$ cat config.mk
export PLATFORM = sky130hd
export DESIGN_NAME = io_bus_bridge
export DESIGN_NICKNAME = d
export VERILOG_FILES = /design/src/rtl/io_bus_pkg.sv /design/src/rtl/io_bus_decode.sv /design/src/rtl/io_bus_bridge.sv
export SDC_FILE = /design/constraint.sdc
export NUM_CORES = 1
export LEC_CHECK = 0
export CORE_ASPECT_RATIO = 0.8
export CORE_MARGIN = 5
export CORE_UTILIZATION = 30
export CTS_CLUSTER_DIAMETER = 30
export DETAILED_ROUTE_END_ITERATION = 6
export GPL_TIMING_DRIVEN = 0
export PLACE_DENSITY = 0.95
export SYNTH_ARGS = -nofsm -noshare
export SYNTH_HDL_FRONTEND = slang
export SYNTH_SLANG_ARGS = --single-unit
export TNS_END_PERCENT = 100
$ cat constraint.sdc
create_clock -name clk -period 2.2 [get_ports clk]
set_input_delay 0.22 -clock clk [delete_from_list [all_inputs] [get_ports clk]]
set_output_delay 0.22 -clock clk [all_outputs]
set_load 0.1 [all_outputs]
$ cat src/rtl/io_bus_pkg.sv
// Shared types and helpers for the io_bus_bridge: FSM state, read-return steering
// encoding, IO base-address match and channel slice selection.
package io_bus_pkg;

   typedef enum logic {
      IDLE = 1'b0,
      WAIT = 1'b1
   } state_t;

   typedef enum logic {
      RD_MEM = 1'b0,
      RD_IO  = 1'b1
   } rd_sel_t;

   localparam int MAX_CH    = 16;
   localparam int MAX_IO_DW = 32;

   // True when addr[15:w] are all ones, i.e. the address lies in the IO window.
   function automatic logic io_base_ones(input logic [15:0] addr, input int w);
      logic ones;
      ones = 1'b1;
      for (int i = 0; i < 16; i++) begin
         if (i >= w && !addr[i]) ones = 1'b0;
      end
      return ones;
   endfunction

   function automatic logic [MAX_IO_DW-1:0] io_slice(input logic [MAX_CH*MAX_IO_DW-1:0] bus,
                                                     input int ch, input int dw);
      logic [MAX_IO_DW-1:0] s;
      logic [8:0]           idx;
      s = '0;
      for (int i = 0; i < MAX_IO_DW; i++) begin
         idx = 9'(ch * dw + i);
         if (i < dw) s[i] = bus[idx];
      end
      return s;
   endfunction

endpackage

$ cat src/rtl/io_bus_decode.sv
// Combinational address decoder: splits the low 16 address bits into
// {is_io, channel, index}.
module io_bus_decode
   import io_bus_pkg::*;
#(
   parameter int NUM_CHANNELS    = 4,
   parameter int REG_INDEX_WIDTH = 7,
   parameter int CH_BITS         = $clog2(NUM_CHANNELS),
   parameter int CH_W            = (CH_BITS > 0) ? CH_BITS : 1
) (
   input  logic [15:0]                addr,
   output logic                       is_io,
   output logic [CH_W-1:0]            channel,
   output logic [REG_INDEX_WIDTH-1:0] index
);

   localparam int W = CH_BITS + REG_INDEX_WIDTH;

   assign is_io = io_base_ones(addr, W);
   assign index = addr[REG_INDEX_WIDTH-1:0];

   generate
      if (CH_BITS > 0) begin : g_multi
         assign channel = addr[W-1:REG_INDEX_WIDTH];
      end else begin : g_single
         assign channel = '0;
      end
   endgenerate

endmodule

$ cat src/rtl/io_bus_bridge.sv
// Bridges the core memory port to word memory and NUM_CHANNELS ready-handshaked
// IO channels. Define IO_TIMEOUT_EN to enable wait-state timeout and bus_error.
module io_bus_bridge
   import io_bus_pkg::*;
#(
   parameter int WORD_SIZE       = 20,
   parameter int NUM_CHANNELS    = 4,
   parameter int REG_INDEX_WIDTH = 7,
   parameter int IO_DATA_WIDTH   = 16,
   parameter int TIMEOUT_CYCLES  = 255
) (
   input  logic                                  clk,
   input  logic                                  reset_n,
   input  logic [WORD_SIZE-1:0]                  core_addr,
   input  logic                                  core_write_en,
   input  logic [WORD_SIZE-1:0]                  core_write_value,
   output logic [WORD_SIZE-1:0]                  core_read_value,
   output logic                                  core_stall,
   output logic [WORD_SIZE-1:0]                  mem_addr,
   output logic                                  mem_write_en,
   output logic [WORD_SIZE-1:0]                  mem_write_value,
   input  logic [WORD_SIZE-1:0]                  mem_read_value,
   output logic [REG_INDEX_WIDTH-1:0]            io_index,
   output logic [NUM_CHANNELS-1:0]               io_read,
   output logic [NUM_CHANNELS-1:0]               io_write,
   output logic [IO_DATA_WIDTH-1:0]              io_write_value,
   input  logic [NUM_CHANNELS*IO_DATA_WIDTH-1:0] io_read_value,
   input  logic [NUM_CHANNELS-1:0]               io_ready,
   output logic                                  bus_error
);

   localparam int CH_BITS = $clog2(NUM_CHANNELS);
   localparam int CH_W    = (CH_BITS > 0) ? CH_BITS : 1;

   state_t                     state;
   rd_sel_t                    rd_sel;
   logic [IO_DATA_WIDTH-1:0]   rd_hold;
   logic                       dec_io;
   logic [CH_W-1:0]            dec_ch;
   logic                       sel_ready;
   logic                       abort;
   logic [MAX_CH*MAX_IO_DW-1:0] bus_ext;
   logic [IO_DATA_WIDTH-1:0]   rd_slice;
   logic [WORD_SIZE-1:0]       rd_hold_ext;

   io_bus_decode #(
      .NUM_CHANNELS    (NUM_CHANNELS),
      .REG_INDEX_WIDTH (REG_INDEX_WIDTH)
   ) u_decode (
      .addr    (core_addr[15:0]),
      .is_io   (dec_io),
      .channel (dec_ch),
      .index   (io_index)
   );

   assign mem_addr        = core_addr;
   assign mem_write_value = core_write_value;
   assign mem_write_en    = core_write_en && !dec_io;
   assign io_write_value  = core_write_value[IO_DATA_WIDTH-1:0];

   // Only the addressed channel's ready bit is honoured.
   assign sel_ready = io_ready[dec_ch];

`ifdef IO_TIMEOUT_EN
   localparam int TO_RAW = $clog2(TIMEOUT_CYCLES + 1);
   localparam int TO_W   = (TO_RAW < 8) ? 8 : ((TO_RAW > 16) ? 16 : TO_RAW);

   logic [TO_W-1:0] wait_cnt;
   logic            err_flag;

   assign abort     = (state == WAIT) && dec_io && !sel_ready &&
                      (wait_cnt == TO_W'(TIMEOUT_CYCLES));
   assign bus_error = err_flag;
`else
   localparam int UNUSED_TIMEOUT = TIMEOUT_CYCLES;

   assign abort     = 1'b0;
   assign bus_error = 1'b0;
`endif

   // Strobes and stall are combinational but forced low while reset is asserted.
   assign core_stall = reset_n && dec_io && !sel_ready && !abort;

   always_comb begin
      io_read  = '0;
      io_write = '0;
      if (reset_n && dec_io && !abort) begin
         if (core_write_en) io_write[dec_ch] = 1'b1;
         else               io_read[dec_ch]  = 1'b1;
      end
   end

   always_comb begin
      bus_ext = '0;
      bus_ext[NUM_CHANNELS*IO_DATA_WIDTH-1:0] = io_read_value;
   end

   assign rd_slice = IO_DATA_WIDTH'(io_slice(bus_ext, int'(dec_ch), IO_DATA_WIDTH));

   always_comb begin
      rd_hold_ext = '0;
      rd_hold_ext[IO_DATA_WIDTH-1:0] = rd_hold;
   end

   assign core_read_value = (rd_sel == RD_IO) ? rd_hold_ext : mem_read_value;

   always_ff @(posedge clk or negedge reset_n) begin
      if (!reset_n) begin
         state   <= IDLE;
         rd_sel  <= RD_MEM;
         rd_hold <= '0;
`ifdef IO_TIMEOUT_EN
         wait_cnt <= '0;
         err_flag <= 1'b0;
`endif
      end else begin
         case (state)
            IDLE: begin
               if (dec_io && !sel_ready) state <= WAIT;
`ifdef IO_TIMEOUT_EN
               wait_cnt <= '0;
`endif
            end
            WAIT: begin
               if (!dec_io || sel_ready || abort) state <= IDLE;
`ifdef IO_TIMEOUT_EN
               wait_cnt <= wait_cnt + 1'b1;
               if (abort) err_flag <= 1'b1;
`endif
            end
            default: state <= IDLE;
         endcase

         // Steering follows the access that completes this cycle; write data never touches rd_hold.
         if (!core_stall) begin
            rd_sel <= (dec_io && !core_write_en) ? RD_IO : RD_MEM;
            if (dec_io && !core_write_en) rd_hold <= abort ? '1 : rd_slice;
         end
      end
   end

endmodule
# Word level (Yosys, flattened, before mapping)
# Index checks and enable logic that the tools add are counted.
# totals
regBits	17
output_inout_bits	94
# op_classes
add_sub_neg	15
order_cmp	18
n_mux	49
n_bitwise	1
n_reduce_logical	9
# op_table
op	count
7-bit by 10-bit less-than comparator with 1-bit output, second input constant	15
1-bit binary-select mux with 9-bit select	15
6-bit by 4-bit adder with 7-bit output, second input constant	8
6-bit by 3-bit adder with 7-bit output, second input constant	4
1-bit 2-to-1 mux	26
20-bit 2-to-1 mux	1
4-bit 2-to-1 mux	4
6-bit by 2-bit adder with 7-bit output, second input constant	2
6-bit by 10-bit less-than comparator with 1-bit output, second input constant	1
6-bit by 1-bit adder with 7-bit output, second input constant	1
1-bit logical AND	5
1-bit binary-select mux with 2-bit select	2
1-bit zero test	3
2-bit by 3-bit less-than comparator with 1-bit output, second input constant	1
1-bit demux with 2-bit select	1
2-bit by 1-bit >= comparator with 1-bit output, second input constant	1
2-bit AND reduction	1
1-bit NOT	1

# Longest topological paths before layout
# Gate-level depths: netlist of the first run.
# depth
word_depth	11
mapped_depth	6
ltp_nobuf	4

# Cells and area by module
# Synthesis of the first run repeated with hierarchy kept, for this count alone.
# hier_totals
cells_unflattened	175
hier_area_um2	1893.1
# by_module_without_submodules
mod	n_inst	cells_each	area_per_inst_um2
io_bus_bridge	1	163	1810.5
io_bus_decode	1	12	82.6

# Worst setup path after synthesis of the first run
# Ideal clock, no wire load.
# synth_timing
path_kind	in2out
from	in core_addr[15]
to	out io_read[0]
arrival_time_ns	2.976
setup_slack_ns	-0.996
stages	3
cell_sequence	nand4_1 > or4_1 > nor3_1
# synth_via
elab_chain_len	3
# synth_rtl
item	line_no	text
start: declaration	io_bus_bridge.sv:14	input logic [WORD_SIZE-1:0] core_addr,
1-bit 2-to-1 mux	io_bus_pkg.sv:23	if (i >= w && !addr[i]) ones = 1'b0;
1-bit logical AND	io_bus_bridge.sv:87	if (reset_n && dec_io && !abort) begin
4-bit 2-to-1 mux	io_bus_bridge.sv:87	
end: declaration	io_bus_bridge.sv:24	output logic [NUM_CHANNELS-1:0] io_read,
# No other way between the ends.

# Worst setup path after layout of the first run
# layout_timing
from	in core_addr[9]
to	out mem_addr[9]
# layout_lines
item	line_no	text
end: declaration	io_bus_bridge.sv:19	output logic [WORD_SIZE-1:0] mem_addr,
# No word-level cell between the ends.

==> results.toml, run 1 <==
[pwr]
vdd_drop_max_mv = 0.317
p_leak_nw = 1.74
p_clk_frac = 0.132
p_total_w = 0.00177
p_sw_w = 0.000868
p_comb_frac = 0.671
switching_share = 0.491
p_int_w = 0.000899
power_density_nw_per_um2 = 438
pwr-share-seq = 0.197

[synth]
synthTopCellsByArea = "buf_4 25%, dfrtp_1 22%, mux4_2 19%"
synth_compound_gate_area_share = 0.0195
synth_top_family_by_area = "multiplexers"
ys_types = 25
synth_fp_nets = 301
synth_top_area_share = 0.254
syn-cell-area_um2 = 1920
synth_xor_area_frac = 0
synth.yosys.seq_area_share = 0.221
synthMuxAreaShare = 0.405
synth.avg_cell_area_um2 = 11.3
synthSimpleGateAreaFrac = 0.0755
synth_fa_ha_area_frac = 0
ys_ff_latch = 17
netlist_instances = 170
synth_warnings = 0
yosysTopAreaCell = "buf_4"

[placement]
dp_hpwl_um = 6730
gp_congestion = 0.808
pre_cts_slack_ps = -1570
numPortBuffers = 190

[clocking]
cts_sinks = 17
cts_tree = "built"
numCtsBuffers = 3
clk_pin_slew_ps = 70
cts_htree_levels = 1
clk_root_buffer_cell = "clkbuf_8"
insertion_delay_ps = 250
clk_path_buf_depth = 2

[setup_path]
arrival_ps = 1940
crit_type = "input port to output port"
startpoint = "core_addr[9]"
cp_num_buf_inv = 3
setup.worst_path.start_class = "input port"
cp-end-kind = "output port"
r2r_cells = 2
cpPeakStageDelay_ps = 1130
crit_path_cell_trace = "clkdlybuf4s50_1 > buf_4 > clkdlybuf4s50_1"
cp.depth = 3
crit_slowest_cell = "clkdlybuf4s50_1"
critPathRequiredTime_ps = 1980
path_max_fanout = 2
cp_top_family = "buffers and inverters"
r2r-start = "rd_sel"
crit_top_cell = "clkdlybuf4s50_1"

[drt]
drt_wl_total_um = 7720
first_pass_iters = 4
wl_per_cell_um = 17.1
viasPerCell = 4.41
ant_nets = 0
drc = 0
vias = 1986
drt_iter0_drc = 21

[finish]
area_growth_pct = 110
multi_input_area_um2 = 1010
seqCellArea_um2 = 425
mostFrequentLayoutCells = "159 x clkdlybuf4s50_1, 70 x buf_4, 22 x mux2_2, 17 x dfrtp_1"
finalNetCount = 498
n_fill_cell = 503
diodes = 0
final_common_cell = "clkdlybuf4s50_1"
fin_util = 0.639
drive_gt1_frac = 0.451

[sta]
finClkSkew_ps = 0
finalWorstSetupSlack_ps = 36.4
slew_viol_final = 0
fin_tns_setup_ps = 0
finalCriticalPeriod_ps = 2160
rsz0062_at_grt = "no"
slew_headroom = 0.329
clock.fmax_ghz = 0.462
worst_pin_slew_ps = 1000
finalCritPeriodShare = 0.983
hold_viol = 0
setup_viol = 0
holdWs_ps = 392

[grt]
grt_overflow = 0
grt_pass1_vias = 2245
grt_pass1_wl_um = 11200
grt_max_degree = 18
gr-usage-all-layers = 0.177
antenna_found_initial = 0

[worst_hold_path]
hold_start = "core_addr[8]"
holdPathStages = 3
hold_class = "input port to register"

[run_status]
outcome = "complete, no violations"

[die]
die_area_um2 = 8120
die_y_um = 81.6
core_um2 = 6310
die_x_um = 99.5
ios = 225
rows = 26
start_util = 0.305

[job]
max-cap-violations = 0
-- final timing paths --
check	to	slack (ps)
min in group asynchronous	rd_hold[3]	710
worst min register to register	rd_hold[14]	510
worst max-delay path	mem_addr[9]	40
worst max register to register	rd_sel	1170
max in group asynchronous	rd_hold[13]	980
worst min-delay path	rd_hold[14]	390
-- power by group through the flow --
stage / clock network [W] / logic (W) / registers, W
3_3_place_gp: 0 / 0.00118 / 0.000352
5_1_grt: 0.000264 / 0.00123 / 0.000350
2_1_floorplan: 0 / 0.000843 / 0.000349
3_5_place_dp: 0 / 0.00120 / 0.000353
4_1_cts: 0.000250 / 0.00119 / 0.000347
6_report: 0.000234 / 0.00119 / 0.000348
-- through the flow --
| step | instance area (um2) | instances |
|---|---|---|
| floorplan | 1970 | 170 |
| global placement | 3980 | 444 |
| detailed placement | 3980 | 444 |
| CTS | 4030 | 449 |
| global route | 4030 | 450 |
| finish | 4030 | 450 |
-- timing repair --
action | CTS | global route
pin swaps | 0 | 1
gates resized for setup | 115 | 11
buffers inserted | 0 | 1
endpoints found under the hold margin | 17 | 0
endpoints found under the setup margin | 40 | 12
hold buffers | 1 | 0
-- cells by family after synthesis --
kind of cell    after synthesis
buf+inv                      74
mux                          50
other cells                   1
simple gates                 25
flops                        17
compound gates                3
-- state kept, by name, indices dropped and copies added, names as in the netlist --
register  count
rd_sel        1
rd_hold      16
-- per-layer routing --
metal  GRT usage  share of wire  vias up
met5           0              0        -
met4      0.0259          0.011        0
met3      0.0671          0.096        8
met2       0.355           0.55      114
met1       0.178           0.34      936
li1            -              -      928
-- worst reg2reg max path, stage by stage, from the launching register on --
cell      delay, ps
dfrtp_1         410
clkbuf_2        250
a32o_1          260
-- Yosys cell counts --
cell type,instances
buf_4,65
mux2_2,22
dfrtp_1,17
mux4_2,16
mux2_4,10
nor2_1,6
nor2b_1,5
clkbuf_1,4
buf_2,3
nand2b_1,3
mux2i_1,2
nand2_1,2
nand3_1,2
nor3_1,2
a2111oi_2,1
a31oi_2,1
a32o_1,1
buf_6,1
conb_1,1
inv_1,1
nand3_4,1
nand3b_1,1
nand4_1,1
nor2_2,1
or4_1,1
-- area by class of cell --
| cell class | instances | area share |
|---|---|---|
| timing repair buffer | 192 | 0.471 |
| multi-input combinational | 79 | 0.250 |
| buffer | 73 | 0.135 |
| sequential | 17 | 0.105 |
| tap | 84 | 0.0261 |
| clock buffer | 3 | 0.0102 |
| clock inverter | 1 | 0.00124 |
| inverter | 1 | 0.000931 |
No activity file was read; power rests on OpenSTA's default activity.
==> run 2, diff against run 1 <==
--- a/config.mk
+++ b/config.mk
@@ -7,11 +7,11 @@
 export LEC_CHECK = 0
 export CORE_ASPECT_RATIO = 0.8
 export CORE_MARGIN = 5
-export CORE_UTILIZATION = 30
+export CORE_UTILIZATION = 28
 export CTS_CLUSTER_DIAMETER = 30
 export DETAILED_ROUTE_END_ITERATION = 6
 export GPL_TIMING_DRIVEN = 0
-export PLACE_DENSITY = 0.95
+export PLACE_DENSITY = 0.94
 export SYNTH_ARGS = -nofsm -noshare
 export SYNTH_HDL_FRONTEND = slang
 export SYNTH_SLANG_ARGS = --single-unit
==> constraint.sdc (replaced) <==
create_clock -name clk -period 2.4 [get_ports clk]
set_input_delay 0.24 -clock clk [delete_from_list [all_inputs] [get_ports clk]]
set_output_delay 0.24 -clock clk [all_outputs]
set_load 0.1 [all_outputs]
==> results.toml, run 2 (same netlist as run 1, synthesis figures left out) <==
[setup_path]
critPathRequiredTime_ps = 2160
path_max_fanout = 4
arrival_ps = 2080
crit_slowest_cell = "or4_1"
cp.depth = 5
r2r_cells = 2
crit_type = "input port to output port"
crit_path_cell_trace = "clkdlybuf4s50_1 > nand4_1 > or4_1 > nor3_2 > clkbuf_4"
cp-end-kind = "output port"
cp_top_family = "simple AND/OR/NAND/NOR gates"
cp_num_buf_inv = 2
cpPeakStageDelay_ps = 620
setup.worst_path.start_class = "input port"

[placement]
pre_cts_slack_ps = -1390
gp_congestion = 0.718
numPortBuffers = 190
dp_hpwl_um = 6540

[die]
die_area_um2 = 8640
rows = 27
die_y_um = 84.1
core_um2 = 6790
die_x_um = 103
ios = 225
start_util = 0.283

[finish]
drive_gt1_frac = 0.414
reg_top3 = "rd_hold: 16 flops, rd_sel: 1 flops"
largest_reg_flops = 16
final_common_cell = "clkdlybuf4s50_1"
n_fill_cell = 554
finalNetCount = 497
seqCellArea_um2 = 425
area_growth_pct = 108
fin_util = 0.590
mostFrequentLayoutCells = "160 x clkdlybuf4s50_1, 65 x buf_4, 22 x mux2_2, 17 x dfrtp_1"
largest_register = "rd_hold"
multi_input_area_um2 = 992
diodes = 0

[clocking]
cts_htree_levels = 1
clk_root_buffer_cell = "clkbuf_8"
cts_tree = "built"
insertion_delay_ps = 240
clk_path_buf_depth = 2
clk_pin_slew_ps = 70
numCtsBuffers = 3
cts_sinks = 17

[drt]
viasPerCell = 4.36
drt_wl_total_um = 7430
ant_nets = 0
vias = 1972
drt_iter0_drc = 44
drc = 0
wl_per_cell_um = 16.4
first_pass_iters = 4

[sta]
slew_headroom = 0.331
finalWorstSetupSlack_ps = 84.3
clock.fmax_ghz = 0.432
setup_viol = 0
rsz0062_at_grt = "no"
finClkSkew_ps = 0
slew_viol_final = 0
hold_viol = 0
worst_pin_slew_ps = 1000
finalCritPeriodShare = 0.965
finalCriticalPeriod_ps = 2320

[pwr]
p_leak_nw = 1.72
p_clk_frac = 0.133
switching_share = 0.490
pwr-share-seq = 0.197
p_sw_w = 0.000791
p_total_w = 0.00161
p_comb_frac = 0.669
power_density_nw_per_um2 = 403
vdd_drop_max_mv = 0.286
p_int_w = 0.000824

[grt]
antenna_found_initial = 0
grt_pass1_vias = 2289
grt_max_degree = 22
grt_pass1_wl_um = 11100
gr-usage-all-layers = 0.160
grt_overflow = 0

[run_status]
outcome = "complete, no violations"

[job]
max-cap-violations = 0

[worst_hold_path]
holdPathStages = 3
hold_class = "input port to register"
[run 2: changes by cell type in the layout (fill, tap and decap cells not counted), moves of 3 or more]
cell,previous run,this run
nor2_2,3,0
clkbuf_1,2,5
clkbuf_4,0,8
buf_4,70,65
nor2_1,3,6
buf_6,5,1
clkbuf_2,6,0
dlygate4sd2_1,1,5
[run 2: worst paths after layout]
path	startpoint	end	slack, ps
max	core_addr[15]	io_read[0]	80
min	core_addr[8]	rd_hold[14]	450
max reg2reg	rd_sel	rd_sel	1250
min reg2reg	rd_hold[14]	rd_hold[14]	500
max in group asynchronous	reset_n	rd_hold[5]	1170
min in group asynchronous	reset_n	rd_hold[7]	730
[run 2: power by group through the flow]
stage	registers [W]	clock network (W)	logic [W]
after floorplan	0.000320	0	0.000769
after global placement	0.000323	0	0.00108
after detailed placement	0.000324	0	0.00109
after CTS	0.000319	0.000220	0.00109
after global routing	0.000320	0.000235	0.00112
final	0.000319	0.000215	0.00108
[run 2: timing repair]
item	in CTS	in global routing
resized for setup	97	10
setup endpoints to repair	29	8
hold buffers	0	1
buffers inserted	0	0
endpoints found under the hold margin	0	17
[run 2: worst reg2reg max path, delay by kind of cell, from the launching register on]
| family | cells | cell delay [ps] |
|---|---|---|
| buf+inv | 1 | 490 |
| flops | 1 | 390 |
| compound gates | 1 | 210 |
[run 2: metal layers]
layer | vias to the layer above | wire length [um] | track usage
met1 | 926 | 2590 | 0.167
met5 | - | 0 | 0
met3 | 10 | 793 | 0.0485
met4 | 0 | 104 | 0.0334
met2 | 108 | 3940 | 0.309
li1 | 928 | - | -
[run 2: stage by stage]
step,setup TNS [ps],instance area [um2],hold WS [ps],instances
finish,0,4010,446,452
global route,0,4010,461,452
CTS,0,3980,65.3,451
detailed placement,-14960,3960,489,447
global placement,-13620,3960,482,447
floorplan,-394,1950,-55.6,170
[run 2: area by class of cell]
class,count,area share
timing repair buffer,191,0.475
buffer,73,0.132
multi-input combinational,79,0.248
sequential,17,0.106
inverter,1,0.000937
clock buffer,4,0.0112
tap,87,0.0272
==> run 3, diff against run 2 <==
--- a/config.mk
+++ b/config.mk
@@ -5,6 +5,7 @@
 export SDC_FILE = /design/constraint.sdc
 export NUM_CORES = 1
 export LEC_CHECK = 0
+export CAP_MARGIN = 20
 export CORE_ASPECT_RATIO = 0.8
 export CORE_MARGIN = 5
 export CORE_UTILIZATION = 28
==> constraint.sdc (replaced) <==
create_clock -name clk -period 2.3 [get_ports clk]
set_input_delay 0.23 -clock clk [delete_from_list [all_inputs] [get_ports clk]]
set_output_delay 0.23 -clock clk [all_outputs]
set_load 0.1 [all_outputs]
==> results.toml, run 3 (same netlist as run 1, synthesis figures left out) <==
[setup_path]
endpoint = "io_read[3]"
setup.worst_path.start_class = "input port"
rr_endpoint = "rd_sel"
path_max_fanout = 4
r2r_cells = 2
reg2reg_slack_ps = 1280
crit_type = "input port to output port"
cp-end-kind = "output port"
r2r-start = "rd_sel"
arrival_ps = 2010
critPathRequiredTime_ps = 2070
startpoint = "core_addr[15]"

[drt]
wl_per_cell_um = 16.4
vias = 1970
viasPerCell = 4.36
drt_wl_total_um = 7400
ant_nets = 0
drt_iter0_drc = 40
first_pass_iters = 4
drc = 0

[sta]
fin_tns_setup_ps = 0
hold_viol = 0
slew_headroom = 0.331
finalWorstSetupSlack_ps = 55.6
setup_viol = 0
finClkSkew_ps = 0
slew_viol_final = 0
rsz0062_at_grt = "yes"
worst_pin_slew_ps = 1000
clock.fmax_ghz = 0.446
finalCriticalPeriod_ps = 2240
finalCritPeriodShare = 0.976

[placement]
dp_cells = 447
numPortBuffers = 190
placed_area_um2 = 3960
dp_hpwl_um = 6540
gp_congestion = 0.718
pre_cts_slack_ps = -1470

[die]
die_y_um = 84.1
start_util = 0.283
ios = 225
core_um2 = 6790
die_x_um = 103
die_area_um2 = 8640
rows = 27

[clocking]
cts_tree = "built"
cts_htree_levels = 1
insertion_delay_ps = 240
numCtsBuffers = 3
clk_path_buf_depth = 2
cts_sinks = 17
clk_root_buffer_cell = "clkbuf_8"
cts_setup_buffers = 0
clk_pin_slew_ps = 70

[finish]
final_cells = 452
n_fill_cell = 547
drive_gt1_frac = 0.433
largest_reg_flops = 16
final_common_cell = "clkdlybuf4s50_1"
finalNetCount = 497
largest_register = "rd_hold"
reg_top3 = "rd_hold: 16 flops, rd_sel: 1 flops"
area_growth_pct = 109
design_area_um2 = 4020
diodes = 0
mostFrequentLayoutCells = "159 x clkdlybuf4s50_1, 66 x buf_4, 22 x mux2_2, 18 x clkdlybuf4s15_2, 17 x dfrtp_1"

[pwr]
p_leak_nw = 1.74
vdd_drop_max_mv = 0.297
power_density_nw_per_um2 = 419
p_total_w = 0.00169

[grt]
grt_pass1_wl_um = 11200
antenna_found_initial = 0
grt_overflow = 0
grt_max_degree = 18
gr-usage-all-layers = 0.161
grt_pass1_vias = 2299

[worst_hold_path]
holdPathStages = 3
hold_class = "input port to register"

[run_status]
outcome = "complete, no violations"

[job]
max-cap-violations = 0
-- run 3: changes by cell type in the layout (fill, tap and decap cells not counted), moves of 2 or more --
cell,before,now
dlygate4sd2_1,5,0
buf_6,1,5
clkbuf_2,0,4
clkdlybuf4s15_2,16,18
clkbuf_4,8,3
clkbuf_1,5,3
-- run 3: timing repair --
| action | CTS | global route |
|---|---|---|
| hold buffers | 1 | 0 |
| endpoints found under the hold margin | 17 | 0 |
| endpoints found under the setup margin | 35 | 13 |
| gates resized for setup | 111 | 16 |
-- run 3: how the worst min path moves through the flow --
stage	slack [ps]	to	start
finish	440	rd_hold[14]	core_addr[8]
CTS	440	rd_hold[14]	core_addr[8]
global placement	480	rd_hold[14]	rd_hold[14]
floorplan	-70	rd_hold[0]	reset_n
global route	450	rd_hold[14]	core_addr[8]
detailed placement	490	rd_hold[14]	rd_hold[14]
-- run 3: area by class of cell --
class | count | area, um2 | share of cell area
clock buffer | 4 | 45.0 | 0.0112
inverter | 1 | 3.75 | 0.000934
tap | 87 | 109 | 0.0271
multi-input combinational | 79 | 992 | 0.247
sequential | 17 | 425 | 0.106
timing repair buffer | 191 | 1910 | 0.476
buffer | 73 | 532 | 0.132
-- run 3: through the flow --
step / utilization / hold WS [ps]
6_report: 0.592 / 436
3_5_place_dp: 0.583 / 489
2_1_floorplan: - / -65.6
5_1_grt: 0.592 / 451
4_1_cts: 0.589 / 440
3_3_place_gp: 0.583 / 482
-- run 3: layer usage --
metal	wire length, um	vias up	track usage
li1	-	926	-
met1	2560	921	0.168
met2	3900	111	0.307
met3	811	12	0.0501
met4	126	0	0.0369
met5	0	-	0
-- run 3: power by group --
part,internal [W],switching [W]
combinational,0.000416,0.000712
sequential,0.000321,0.0000116
clock,0.000123,0.000102
total,0.000860,0.000826
-- run 3: worst max-delay path, cell delays in order --
cell	delay, ps
clkdlybuf4s50_1	490
nand4_1	250
or4_1	630
nor2_1	170
buf_6	240
